### config.mk
export PLATFORM = sky130hd
export DESIGN_NAME = fetch_pc_gen
export DESIGN_NICKNAME = d
export VERILOG_FILES = /design/src/rtl/fetch_pkg.sv /design/src/rtl/bht_2bit.sv /design/src/rtl/fetch_pc_gen.sv
export SDC_FILE = /design/constraint.sdc
export NUM_CORES = 1
export LEC_CHECK = 0
export CAP_MARGIN = 10
export CELL_PAD_IN_SITES_DETAIL_PLACEMENT = 2
export CELL_PAD_IN_SITES_GLOBAL_PLACEMENT = 2
export CORE_UTILIZATION = 27
export CTS_CLUSTER_DIAMETER = 150
export DETAILED_ROUTE_END_ITERATION = 10
export PLACE_DENSITY = 0.85
export SLEW_MARGIN = 20
export SYNTH_ARGS = -nofsm -noshare
export SYNTH_HDL_FRONTEND = slang
export SYNTH_SLANG_ARGS = --single-unit
### constraint.sdc
create_clock -name clk -period 5.6 [get_ports clk]
set_input_delay 1.12 -clock clk [delete_from_list [all_inputs] [get_ports clk]]
set_output_delay 1.12 -clock clk [all_outputs]
set_load 0.02 [all_outputs]
### src/rtl/fetch_pkg.sv
// Shared definitions for the fetch PC generator: default reset PC, 2-bit
// branch-history counter encodings and the saturating counter update.
package fetch_pkg;

  localparam logic [31:0] DEFAULT_RESET_PC = 32'h0001_0000;

  localparam logic [1:0] SNT = 2'd0;
  localparam logic [1:0] WNT = 2'd1;
  localparam logic [1:0] WT  = 2'd2;
  localparam logic [1:0] ST  = 2'd3;

  function automatic logic [1:0] bht_next(input logic [1:0] ctr, input logic taken);
    if (taken) return (ctr == ST)  ? ST  : ctr + 2'd1;
    else       return (ctr == SNT) ? SNT : ctr - 2'd1;
  endfunction

endpackage

### src/rtl/bht_2bit.sv
// Table of 2-bit saturating branch-history counters with one combinational
// read port (fetch side) and one write port (resolve side), no bypass.
module bht_2bit
  import fetch_pkg::*;
#(
  parameter int IDX_W = 10
) (
  input  logic             clk,
  input  logic             rst,
  input  logic [IDX_W-1:0] rd_idx,
  output logic [1:0]       rd_ctr,
  input  logic             wr_en,
  input  logic [IDX_W-1:0] wr_idx,
  input  logic             wr_taken
);

  localparam int ENTRIES = 1 << IDX_W;

  logic [1:0] ctr_q [ENTRIES];
  logic [1:0] wr_ctr_d;

  // Reads see the pre-edge contents, so a same-index write is not forwarded.
  assign rd_ctr = ctr_q[rd_idx];

  always_comb begin
    wr_ctr_d = bht_next(ctr_q[wr_idx], wr_taken);
  end

  // NOTE: the whole array is reset so every entry starts weakly-not-taken;
  // this keeps it in flops rather than a RAM macro, which is intended here.
  always_ff @(posedge clk) begin
    if (rst) begin
      for (int i = 0; i < ENTRIES; i++) ctr_q[i] <= WNT;
    end else if (wr_en) begin
      ctr_q[wr_idx] <= wr_ctr_d;
    end
  end

endmodule

### src/rtl/fetch_pc_gen.sv
// Fetch-stage PC generator: BTB + BHT next-PC prediction, mispredict redirect
// and flush, branch statistics. BHT_EN enables the 2-bit BHT (else BTB hit alone).
module fetch_pc_gen
  import fetch_pkg::*;
#(
  parameter logic [31:0] RESET_PC  = DEFAULT_RESET_PC,
  parameter int          BHT_IDX_W = 10
) (
  input  logic        clk,
  input  logic        rst,
  input  logic        stall,
  output logic [31:0] fetch_PC,
  input  logic        BTB_hit,
  input  logic [31:0] BTB_PC,
  output logic        pred_taken,
  output logic [31:0] pred_target,
  input  logic        resolve_valid,
  input  logic [31:0] resolve_PC,
  input  logic        resolve_taken,
  input  logic [31:0] resolve_target,
  input  logic        resolve_pred_taken,
  input  logic [31:0] resolve_pred_target,
  output logic        flush,
  output logic [31:0] branch_cnt,
  output logic [31:0] mispred_cnt
);

  logic [31:0] pc_q, pc_d;
  logic [31:0] branch_cnt_q, branch_cnt_d;
  logic [31:0] mispred_cnt_q, mispred_cnt_d;
  logic [31:0] redirect_pc;
  logic        mispredict;
  logic        bht_taken;

`ifdef BHT_EN
  logic [1:0] bht_ctr;

  bht_2bit #(.IDX_W(BHT_IDX_W)) u_bht (
    .clk      (clk),
    .rst      (rst),
    .rd_idx   (pc_q[BHT_IDX_W+1:2]),
    .rd_ctr   (bht_ctr),
    .wr_en    (resolve_valid),
    .wr_idx   (resolve_PC[BHT_IDX_W+1:2]),
    .wr_taken (resolve_taken)
  );

  assign bht_taken = bht_ctr[1];
`else
  assign bht_taken = 1'b1;
`endif

  // NOTE: every always_comb output gets a default first so no latch is inferred.
  always_comb begin
    pred_taken  = BTB_hit && bht_taken;
    pred_target = pred_taken ? BTB_PC : pc_q + 32'd4;

    mispredict  = resolve_valid &&
                  ((resolve_taken != resolve_pred_taken) ||
                   (resolve_taken && (resolve_target != resolve_pred_target)));
    redirect_pc = resolve_taken ? resolve_target : resolve_PC + 32'd4;

    // A mispredict wins over stall: the stalled instruction is being squashed.
    pc_d = pc_q;
    if (mispredict)  pc_d = redirect_pc;
    else if (!stall) pc_d = pred_target;

    branch_cnt_d  = branch_cnt_q;
    mispred_cnt_d = mispred_cnt_q;
    if (resolve_valid && (branch_cnt_q != '1)) branch_cnt_d  = branch_cnt_q + 32'd1;
    if (mispredict && (mispred_cnt_q != '1))   mispred_cnt_d = mispred_cnt_q + 32'd1;
  end

  // NOTE: sequential state uses non-blocking assignments so all flops sample
  // pre-edge values regardless of statement order.
  always_ff @(posedge clk) begin
    if (rst) begin
      pc_q          <= RESET_PC;
      branch_cnt_q  <= '0;
      mispred_cnt_q <= '0;
    end else begin
      pc_q          <= pc_d;
      branch_cnt_q  <= branch_cnt_d;
      mispred_cnt_q <= mispred_cnt_d;
    end
  end

  assign fetch_PC    = pc_q;
  assign flush       = mispredict && !rst;
  assign branch_cnt  = branch_cnt_q;
  assign mispred_cnt = mispred_cnt_q;

endmodule

==> flow_summary.toml <==
[clocking]
clk_latency_ps = 360
cts_setup_buffers = 0
cts.sinks = 96
numCtsBuffers = 9
htree_levels = 3
cts_tree = "built"
clk_pin_slew_ps = 70
clk_path_buf_depth = 2
root_buffer = "clkbuf_16"
holdBufCountCts = 0
ctsResizeCount = 0

[synthesis]
netlist_top_cells_count = "dfxtp_1 (96), nor2_1 (83), nand2_1 (70), xnor2_1 (70)"
synth_seq_cells = 96
syn_inst = 991
synth_cell_types = 67
synthArstFlopShare_pct = 0
syn_area_per_cell_um2 = 7.56
yosysTopAreaCell = "dfxtp_1"
ys.flop_type = "dfxtp_1"
synthTopCellsByArea = "dfxtp_1 (26%), xnor2_1 (8.2%), xor2_1 (5.3%)"
synthesis.area_mm2 = 0.00750
yosys_warnings = 0
yosysMostFrequentCell = "dfxtp_1"
synth_edf_count = 0
yosys.area.top_type_share_pct = 25.6
seq_area_frac_synth_pct = 25.6
synth_nets = 1130

[timing]
relSlewSlack_pct = 39.0
period_share_pct = 82.4
fin_setup_tns_ps = 0
timing.fmax_mhz = 217
finalCriticalPeriod_ps = 4610
hold_violations = 0
rsz0062_at_grt = "no"
slew_viol_final = 0
setup_viol = 0
tightest_slew_ps = 914
clock_skew_ps = 12.0

[floorplanning]
core.rowCount = 60
die_h_um = 169
die-area_mm2 = 0.0284
fp.dieW_um = 169
core_mm2 = 0.0271
start_util_pct = 27.7
ios = 265

[final_layout]
fin_area_mm2 = 0.0107
syn2layout_area_growth_pct = 43.2
n_antenna_cell = 0
fill_cells = 3109
nNetsFinal = 1352
seq_area_mm2 = 0.00192
multiInputGateArea_mm2 = 0.00523
final_layout_size_suffix_gt1_share_pct = 5.99
final_util_pct = 39.6

[hold_path]
min_path_type = "reg -> reg"
hold_depth = 2

[route]
postRouteAntennaNets = 0
firstDrtPassIters = 4
via_per_inst = 5.52
drtIter0Drc = 377
drc = 0
wl_um = 35000
wl_per_cell_um = 22.0
num_vias = 8779

[critical_path]
cp-end-kind = "primary output"
slowest_stage = "clkdlybuf4s50_1"
cp_data_arrival_time_ps = 3490
crit_chain = "clkdlybuf4s50_1 > xor2_1 > nor4_1 > and4_1 > nand3_1 > nand3_1 > inv_1 > clkdlybuf4s50_1"
cpPeakStageDelay_ps = 540
worstPathMaxFanout = 4
crit_path_start_kind = "primary input"
critical_path_class = "in -> out"
r2r_cells = 7
cp_data_required_time_ps = 4480

[placement]
placed_cell_area_mm2 = 0.0104
gp_congestion = 0.905
dp_hpwl_um = 27300
numPortBuffers = 264

[status]
status = "completed"

[global_routing]
antenna_found_initial = 1
gr-usage-all-layers_pct = 24.3
grt_max_degree = 61
grt_overflow = 0
grt_pass1_wl_um = 53900
grt_pass1_vias = 9182

[run]
cap_violations = 0

[power_and_ir_drop]
power.density_mw_per_mm2 = 181
p_leak_nw = 3.49
ir_worst_vdd_uv = 126
[flip-flops by register name, summed over array words and instances, names as in the netlist]
name         cells
branch_cnt      32
fetch_PC        32
mispred_cnt     32
[stage by stage]
step	hold slack, ps	instances	power (W)	worst slack, ps
3_5_place_dp	499	1574	0.00130	963
4_1_cts	515	1590	0.00196	954
3_3_place_gp	486	1574	0.00129	942
5_1_grt	528	1590	0.00202	893
2_1_floorplan	559	991	0.000999	2110
6_report	511	1590	0.00194	987
[report_power, final]
part / internal [W] / total (W) / switching (W)
combinational: 0.000255 / 0.000535 / 0.000280
sequential: 0.000705 / 0.000755 / 0.0000499
clock: 0.000361 / 0.000652 / 0.000291
total: 0.00132 / 0.00194 / 0.000621
[cell families (layout without fill, tap and decap cells)]
kind of cell	Yosys count	after routing	synth area share, %
multiplexers	40	40	5.76
XOR/XNOR	115	115	13.4
AO/OA/AOI/OAI	215	215	18.4
AND/OR/NAND/NOR	433	433	31.4
flip-flops	96	96	25.6
adder cells (fa/ha/maj)	4	4	0.668
buffers and inverters	88	315	4.64
[area by class of cell]
cell class | instances | share of cell area, %
inverter | 20 | 0.699
multi-input combinational | 807 | 48.7
clock inverter | 4 | 0.478
tap | 372 | 4.34
timing repair buffer | 279 | 25.5
clock buffer | 12 | 2.30
sequential | 96 | 17.9
[path summary, 6_finish.rpt]
path | startpoint | to | slack [ps]
setup / recovery | resolve_target[31] | flush | 990
hold / removal | mispred_cnt[23]$_SDFFE_PP0P_ | mispred_cnt[23]$_SDFFE_PP0P_ | 510
setup reg to reg | mispred_cnt[0]$_SDFFE_PP0P_ | mispred_cnt[25]$_SDFFE_PP0P_ | 2630
hold reg to reg | mispred_cnt[23]$_SDFFE_PP0P_ | mispred_cnt[23]$_SDFFE_PP0P_ | 510
[per-layer routing]
layer / global-route usage, % / up-vias / part of all wire, %
met1: 32.4 / 4407 / 46
met4: 6.64 / 2 / 2.4
met2: 41.0 / 233 / 47
met3: 3.37 / 41 / 3.9
met5: 0 / - / 0.034
li1: - / 4096 / -
[worst max-delay path: cells and delay by family]
family	cells	cell delay, ps
xor gates and xnor gates	1	160
buffers and inverters	3	1060
and+or+nand+nor	4	1150
[placed cells by master (no fill, tap or decap), drive strengths merged, types with 43 or more instances in the layout]
cell type      synthesis  routed
xor2                  45      45
nand4                 43      43
a21oi                 61      61
clkdlybuf4s50          0     261
nand2                 70      70
nor2                  83      83
xnor2                 70      70
nand3                 61      61
dfxtp                 96      96
o21ai                 55      55
(Power assumes the default switching activity.)
